## src/rtl/dm_mem_pkg.sv

```systemverilog
// Shared types and address-map helpers for the debug-memory responder.
// Region bases follow the usual debug-ROM layout; the decoder owns overlap checks.
package dm_mem_pkg;

    typedef enum logic [1:0] {
        FSM_IDLE     = 2'd0,
        FSM_CMD_GO   = 2'd1,
        FSM_CMD_EXEC = 2'd2,
        FSM_RESUME   = 2'd3
    } fsm_state_e;

    localparam int unsigned FLAG_GO_BIT     = 0;
    localparam int unsigned FLAG_RESUME_BIT = 1;

    localparam logic [31:0] WHERETO_ADDR = 32'h0000_0300;
    localparam logic [31:0] ABS_CMD_BASE = 32'h0000_0338;
    localparam logic [31:0] PROG_BASE    = 32'h0000_0360;
    localparam logic [31:0] DATA_BASE    = 32'h0000_0380;
    localparam logic [31:0] FLAGS_BASE   = 32'h0000_0400;

    function automatic logic [31:0] word_offset(input logic [31:0] addr, input logic [31:0] base);
        return (addr >> 2) - (base >> 2);
    endfunction

    function automatic logic [31:0] region_index(input logic [31:0] addr, input logic [31:0] base,
                                                 input logic [31:0] size);
        return word_offset(addr, base) % size;
    endfunction

endpackage

```

## src/rtl/dm_mem_rdmux.sv

```systemverilog
// Combinational read-data selector for the debug-memory regions.
// Word indices wrap modulo the region size; flags only answer at word 0.
module dm_mem_rdmux
    import dm_mem_pkg::*;
#(
    parameter int          DataCount   = 2,
    parameter int          ProgBufSize = 8,
    parameter int          AbsCmdSize  = 10,
    parameter logic [31:0] WhereToInsn = 32'h0000_006F
) (
    input  logic                      rd_where_en,
    input  logic                      rd_data_en,
    input  logic                      rd_prog_en,
    input  logic                      rd_abs_cmd_en,
    input  logic                      rd_flags_en,
    input  logic [31:0]               rd_addr,
    input  logic [DataCount*32-1:0]   data_words,
    input  logic [ProgBufSize*32-1:0] prog_words,
    input  logic [AbsCmdSize*32-1:0]  abs_words,
    input  logic                      go_flag,
    input  logic                      resume_flag,
    output logic [31:0]               rdata
);

    logic [31:0] data_idx_s;
    logic [31:0] prog_idx_s;
    logic [31:0] abs_idx_s;
    logic [31:0] flags_off_s;
    logic [31:0] data_word_s;
    logic [31:0] prog_word_s;
    logic [31:0] abs_word_s;
    logic [31:0] flags_word_s;

    assign data_idx_s  = region_index(rd_addr, DATA_BASE, 32'(DataCount));
    assign prog_idx_s  = region_index(rd_addr, PROG_BASE, 32'(ProgBufSize));
    assign abs_idx_s   = region_index(rd_addr, ABS_CMD_BASE, 32'(AbsCmdSize));
    assign flags_off_s = word_offset(rd_addr, FLAGS_BASE);

    // Per-region word selection by indexed compare.
    always_comb begin
        data_word_s  = 32'h0;
        prog_word_s  = 32'h0;
        abs_word_s   = 32'h0;
        flags_word_s = 32'h0;
        for (int i = 0; i < DataCount; i++) begin
            data_word_s = (data_idx_s == 32'(i)) ? data_words[i*32 +: 32] : data_word_s;
        end
        for (int i = 0; i < ProgBufSize; i++) begin
            prog_word_s = (prog_idx_s == 32'(i)) ? prog_words[i*32 +: 32] : prog_word_s;
        end
        for (int i = 0; i < AbsCmdSize; i++) begin
            abs_word_s = (abs_idx_s == 32'(i)) ? abs_words[i*32 +: 32] : abs_word_s;
        end
        flags_word_s[FLAG_GO_BIT]     = go_flag;
        flags_word_s[FLAG_RESUME_BIT] = resume_flag;
    end

    // Region priority mux; no enable yields zero.
    always_comb begin
        rdata = 32'h0;
        if (rd_where_en) begin
            rdata = WhereToInsn;
        end else if (rd_data_en) begin
            rdata = data_word_s;
        end else if (rd_prog_en) begin
            rdata = prog_word_s;
        end else if (rd_abs_cmd_en) begin
            rdata = abs_word_s;
        end else if (rd_flags_en) begin
            rdata = (flags_off_s == 32'h0) ? flags_word_s : 32'h0;
        end else begin
            rdata = 32'h0;
        end
    end

endmodule

```

## src/rtl/dm_mem_resp.sv

```systemverilog
// Debug-memory responder: registered read response, data write-back strobes
// and the single-hart halt/go/resume/exception handshake with the park loop.
module dm_mem_resp
    import dm_mem_pkg::*;
#(
    parameter int          BusWidth    = 32,
    parameter int          DataCount   = 2,
    parameter int          ProgBufSize = 8,
    parameter int          AbsCmdSize  = 10,
    parameter logic [31:0] WhereToInsn = 32'h0000_006F
) (
    input  logic                      clk_i,
    input  logic                      rst_ni,
    input  logic                      req_i,
    input  logic [BusWidth-1:0]       wdata_i,
    input  logic [BusWidth/8-1:0]     be_i,
    input  logic                      wr_halted_en_i,
    input  logic                      wr_going_en_i,
    input  logic                      wr_resuming_en_i,
    input  logic                      wr_exception_en_i,
    input  logic                      wr_data_en_i,
    input  logic [BusWidth-1:0]       wr_data_addr_i,
    input  logic                      rd_where_en_i,
    input  logic                      rd_data_en_i,
    input  logic                      rd_prog_en_i,
    input  logic                      rd_abs_cmd_en_i,
    input  logic                      rd_flags_en_i,
    input  logic [BusWidth-1:0]       rd_addr_i,
    input  logic [DataCount*32-1:0]   data_i,
    input  logic [ProgBufSize*32-1:0] progbuf_i,
    input  logic [AbsCmdSize*32-1:0]  abs_cmd_i,
    input  logic                      resumereq_i,
    input  logic                      cmd_valid_i,
    output logic [BusWidth-1:0]       rdata_o,
    output logic                      rvalid_o,
    output logic [DataCount*32-1:0]   data_o,
    output logic [DataCount-1:0]      data_we_o,
    output logic                      halted_o,
    output logic                      resuming_o,
    output logic                      cmd_busy_o,
    output logic                      cmderr_exc_o
);

    fsm_state_e          state_r, state_s;
    logic                halted_r, halted_s;
    logic                cmd_busy_r, cmd_busy_s;
    logic                go_flag_r, go_flag_s;
    logic                resume_flag_r, resume_flag_s;
    logic                resuming_r, resuming_s;
    logic                cmderr_r, cmderr_s;
    logic                rvalid_r;
    logic [BusWidth-1:0] rdata_r;
    logic [31:0]         mux_rdata_s;
    logic [31:0]         wr_off_s;

    dm_mem_rdmux #(
        .DataCount   (DataCount),
        .ProgBufSize (ProgBufSize),
        .AbsCmdSize  (AbsCmdSize),
        .WhereToInsn (WhereToInsn)
    ) u_rdmux (
        .rd_where_en   (rd_where_en_i),
        .rd_data_en    (rd_data_en_i),
        .rd_prog_en    (rd_prog_en_i),
        .rd_abs_cmd_en (rd_abs_cmd_en_i),
        .rd_flags_en   (rd_flags_en_i),
        .rd_addr       (rd_addr_i[31:0]),
        .data_words    (data_i),
        .prog_words    (progbuf_i),
        .abs_words     (abs_cmd_i),
        .go_flag       (go_flag_r),
        .resume_flag   (resume_flag_r),
        .rdata         (mux_rdata_s)
    );

    assign wr_off_s = word_offset(wr_data_addr_i[31:0], DATA_BASE);

    // Data write-back: byte-merge into the addressed word, strobe only in range.
    always_comb begin
        data_o    = data_i;
        data_we_o = '0;
        for (int i = 0; i < DataCount; i++) begin
            if (wr_data_en_i && (wr_off_s == 32'(i))) begin
                for (int b = 0; b < 4; b++) begin
                    data_o[i*32 + b*8 +: 8] = be_i[b] ? wdata_i[b*8 +: 8] : data_i[i*32 + b*8 +: 8];
                end
                data_we_o[i] = 1'b1;
            end else begin
                data_we_o[i] = 1'b0;
            end
        end
    end

    // Handshake FSM next-state; a command beats a resume request in the same cycle,
    // and a halted write beats an exception while executing.
    always_comb begin
        state_s    = state_r;
        halted_s   = halted_r;
        resuming_s = 1'b0;
        cmderr_s   = 1'b0;
        case (state_r)
            FSM_IDLE: begin
                halted_s = halted_r | wr_halted_en_i;
                if (cmd_valid_i && halted_r) begin
                    state_s = FSM_CMD_GO;
                end else if (resumereq_i && halted_r) begin
                    state_s = FSM_RESUME;
                end else begin
                    state_s = FSM_IDLE;
                end
            end
            FSM_CMD_GO: begin
                if (wr_going_en_i) begin
                    state_s = FSM_CMD_EXEC;
                end else begin
                    state_s = FSM_CMD_GO;
                end
            end
            FSM_CMD_EXEC: begin
                if (wr_halted_en_i) begin
                    state_s = FSM_IDLE;
                end else if (wr_exception_en_i) begin
                    state_s  = FSM_IDLE;
                    cmderr_s = 1'b1;
                end else begin
                    state_s = FSM_CMD_EXEC;
                end
            end
            FSM_RESUME: begin
                if (wr_resuming_en_i) begin
                    state_s    = FSM_IDLE;
                    halted_s   = 1'b0;
                    resuming_s = 1'b1;
                end else begin
                    state_s = FSM_RESUME;
                end
            end
            default: begin
                state_s  = FSM_IDLE;
                halted_s = 1'b0;
            end
        endcase
        go_flag_s     = (state_s == FSM_CMD_GO);
        resume_flag_s = (state_s == FSM_RESUME);
        cmd_busy_s    = (state_s == FSM_CMD_GO) || (state_s == FSM_CMD_EXEC);
    end

    // State, flag and response registers.
    always_ff @(posedge clk_i or negedge rst_ni) begin
        if (!rst_ni) begin
            state_r       <= FSM_IDLE;
            halted_r      <= 1'b0;
            cmd_busy_r    <= 1'b0;
            go_flag_r     <= 1'b0;
            resume_flag_r <= 1'b0;
            resuming_r    <= 1'b0;
            cmderr_r      <= 1'b0;
            rvalid_r      <= 1'b0;
            rdata_r       <= {BusWidth{1'b0}};
        end else begin
            state_r       <= state_s;
            halted_r      <= halted_s;
            cmd_busy_r    <= cmd_busy_s;
            go_flag_r     <= go_flag_s;
            resume_flag_r <= resume_flag_s;
            resuming_r    <= resuming_s;
            cmderr_r      <= cmderr_s;
            rvalid_r      <= req_i;
            rdata_r       <= req_i ? BusWidth'(mux_rdata_s) : {BusWidth{1'b0}};
        end
    end

    assign rdata_o      = rdata_r;
    assign rvalid_o     = rvalid_r;
    assign halted_o     = halted_r;
    assign resuming_o   = resuming_r;
    assign cmd_busy_o   = cmd_busy_r;
    assign cmderr_exc_o = cmderr_r;

endmodule

```

## config.mk

```make
export PLATFORM = sky130hd
export DESIGN_NAME = dm_mem_resp
export DESIGN_NICKNAME = d
export VERILOG_FILES = /design/src/rtl/dm_mem_pkg.sv /design/src/rtl/dm_mem_rdmux.sv /design/src/rtl/dm_mem_resp.sv
export SDC_FILE = /design/constraint.sdc
export NUM_CORES = 1
export LEC_CHECK = 0
export BUFFER_PORTS_ARGS = -buffer_cell sky130_fd_sc_hd__buf_2
export CAP_MARGIN = 0
export CORE_AREA = 2 2 335 337
export DETAILED_ROUTE_END_ITERATION = 10
export DIE_AREA = 0 0 337 339
export PLACE_DENSITY_LB_ADDON = 0.12
export SYNTH_ARGS = -nofsm -noshare
export SYNTH_HDL_FRONTEND = slang
export SYNTH_SLANG_ARGS = --single-unit
```

## constraint.sdc

```tcl
create_clock -name clk_i -period 8.29 [get_ports clk_i]
set_input_delay 1.658 -clock clk_i [delete_from_list [all_inputs] [get_ports clk_i]]
set_output_delay 1.658 -clock clk_i [all_outputs]
set_load 0.02 [all_outputs]
```

==> flow_metrics.env <==
export IMPL_endpoint_kind="flop"
export IMPL_grt_antenna_before_repair=110
export IMPL_grt_pass1_vias=40659
export IMPL_tns_ns=-603.36
export IMPL_io_buffers=853
export IMPL_avgSynthCellArea_um2=6.91
export IMPL_initial_core_util_pct=23.0
export IMPL_drv_slew=0
export IMPL_rows=122
export IMPL_grtUsageTotal_pct=37.4
export IMPL_syn2layout_area_growth_pct=93.1
export IMPL_drcViolationCount=0
export IMPL_r2r_cells=5
export IMPL_min_from="state_r[1]$_DFF_PN0_"
export IMPL_hold_viol=0
export IMPL_cts_htree_levels=2
export IMPL_yosys_register_bits=41
export IMPL_clockRootBuffer="clkbuf_16"
export IMPL_viasPerCell=5.52
export IMPL_io_pins=858
export IMPL_tritoncts="done"
export IMPL_worst_path_max_delay_cell="or4b_4"
export IMPL_setup_ws_ns=-18.98
export IMPL_rrSetupSlack_ns=6.52
export IMPL_cp_required_ns=8.55
export IMPL_grt_pass1_wl_um=306000
export IMPL_utilization_pct=44.4
export IMPL_dieArea_um2=114000
export IMPL_fp_dieW_um=337
export IMPL_clk_pin_slew_ns=0.08
export IMPL_syn_nets=4434
export IMPL_synth_edf_count=0
export IMPL_slew_limit_headroom_pct=17.2
export IMPL_wl_per_cell_um=29.8
export IMPL_fp_dieH_um=339
export IMPL_regArea_um2=1030
export IMPL_routed_wl_um=224000
export IMPL_worstSetupPathType="input port to flop"
export IMPL_fillers=11630
export IMPL_instances_no_fill=7515
export IMPL_drt_initial_drc_count=3745
export IMPL_gp_congestion=1.06
export IMPL_async_reset_ff_share_pct=100
export IMPL_synth_flop_cell="dfrtp_1"
export IMPL_crit_fanout=8
export IMPL_rsz0062_at_grt="true"
export IMPL_startpoint_type="input port"
export IMPL_via_count=41474
export IMPL_cts_made_buffers=5
export IMPL_syn_area_um2=25400
export IMPL_min_period_ns=27.27
export IMPL_multi_input_area_um2=27900
export IMPL_setup_viol=32
export IMPL_slowest_delay_ns=0.61
export IMPL_synth_top_area_share_pct=6.73
export IMPL_drv_cap=0
export IMPL_mostFrequentLayoutCells="buf_4, buf_2, nand2_1"
export IMPL_overflow=0
export IMPL_yosysUniqueCellTypes=150
export IMPL_min_path_type="flop to flop"
export IMPL_timing_rr_start="state_r[0]$_DFF_PN0_"
export IMPL_layout_commonest_cell="buf_4"
export IMPL_hpwl_um=191000
export IMPL_violations="setup timing"
export IMPL_firstDrtPassIters=6
export IMPL_drtAntennaViolNets=0
export IMPL_holdWs_ns=0.594
export IMPL_synth_seq_area_share_pct=4.05
export IMPL_drive_above_1_share_pct=57.0
export IMPL_finClkSkew_ns=0.00586
export IMPL_nNetsFinal=6736
export IMPL_timing_final_crit_share_pct=329
export IMPL_yosysWarningCount=0
export IMPL_whs_path_depth=1
export IMPL_r2r_end="cmd_busy_o$_DFF_PN0_"
export IMPL_hold_end="halted_o$_DFFE_PN0P_"
export IMPL_status="finished, violations left"
export IMPL_post_place_cells=7215
export IMPL_cts_sinks=41
export IMPL_coreArea_um2=110000
export IMPL_syn_inst=3672
export IMPL_arrival_ns=27.53
export IMPL_cts_path_max_buffers=2
export IMPL_clock_fmax_mhz=36.7
export IMPL_cp_common_cell="buf_6"
export IMPL_max_slew_worst_pin_slew_ns=1.24
export IMPL_clock_latency_ns=0.34
export IMPL_grt_max_degree=107
export IMPL_yosys_top_cells_area="xnor2_1, mux2i_1, a21oi_1"
export IMPL_yosys_area_top_type="xnor2_1"
[state kept, by name, summed over array words and instances (netlist names)]
name / flops
rvalid_o: 1
go_flag_r: 1
cmderr_exc_o: 1
cmd_busy_o: 1
resuming_o: 1
resume_flag_r: 1
halted_o: 1
rdata_o: 32
state_r: 2
[cell families (layout without fill, tap and decap cells)]
logic type      Yosys count  after routing  synth area share, %
simple gates           1462           1463                 30.7
compound gates         1309           1311                 37.4
buf+inv                 292           2592                 4.96
mux                     291            291                 12.8
xor+xnor                268            268                 9.67
flops                    41             41                 4.05
fa+ha+maj                 9              9                0.424
other cells               0             52                    0
[metrics by stage]
| stage | worst slack, ns | instance area (um2) |
|---|---|---|
| 3_5_place_dp | -21.34 | 42400 |
| 4_1_cts | -18.65 | 46400 |
| 3_3_place_gp | -21.28 | 42400 |
| 6_report | -18.98 | 49000 |
| 5_1_grt | -19.76 | 48900 |
| 2_1_floorplan | -18.24 | 26400 |
[critical path: cells and delay by family]
family,cells,cell delay [ns]
XOR/XNOR,5,0.81
buffers and inverters,24,3.53
AO/OA/AOI/OAI,49,11.03
multiplexers,4,1.09
AND/OR/NAND/NOR,29,9.33
[routing by layer]
| layer | global-route usage (%) | up-vias | routed length (um) |
|---|---|---|---|
| li1 | - | 19020 | - |
| met1 | 46.5 | 20193 | 90700 |
| met2 | 57.4 | 1777 | 96700 |
| met3 | 10.4 | 416 | 20200 |
| met4 | 21.7 | 68 | 15700 |
| met5 | 0 | - | 445 |
[synthesized netlist by cell type, types with 61 or more instances]
master	instances
xnor2_1	195
mux2i_1	160
o21ai_0	182
nor2_1	272
nor4_1	83
nand3_1	136
clkbuf_1	142
nor3_1	146
a31oi_1	61
o21ai_1	62
a21oi_1	288
nand2_1	367
mux2_2	110
[how the worst max path moves through the flow]
stage               cells past startpoint               endpoint           from  slack [ns]
floorplan                             106  rdata_o[18]$_DFF_PN0_  rd_addr_i[26]      -18.24
global placement                      104  rdata_o[10]$_DFF_PN0_  rd_addr_i[22]      -21.28
detailed placement                    106  rdata_o[16]$_DFF_PN0_  rd_addr_i[22]      -21.34
CTS                                   110  rdata_o[10]$_DFF_PN0_  rd_addr_i[17]      -18.65
global route                          113   rdata_o[2]$_DFF_PN0_  rd_addr_i[17]      -19.76
finish                                111  rdata_o[16]$_DFF_PN0_  rd_addr_i[28]      -18.98
[area by class of cell]
class	count	area share (%)
clock inverter	3	0.0358
timing repair buffer	2521	36.0
antenna	52	0.266
tap	1488	3.80
inverter	63	0.483
multi-input combinational	3342	57.1
sequential	41	2.10
clock buffer	5	0.256
[what timing repair did]
| action | 4_1_cts | 5_1_grt |
|---|---|---|
| buffers inserted | 159 | 87 |
| gates cloned | 6 | 2 |
| hold buffers | 0 | 0 |
| endpoints found under the setup margin | 32 | 32 |
| resized for setup | 486 | 331 |
| pin swaps | 274 | 201 |
| endpoints found under the hold margin | 0 | 0 |
Power is left out: the tool's default activity adds up to more than one toggle a clock period on the data nets, which glitch-free logic cannot reach.
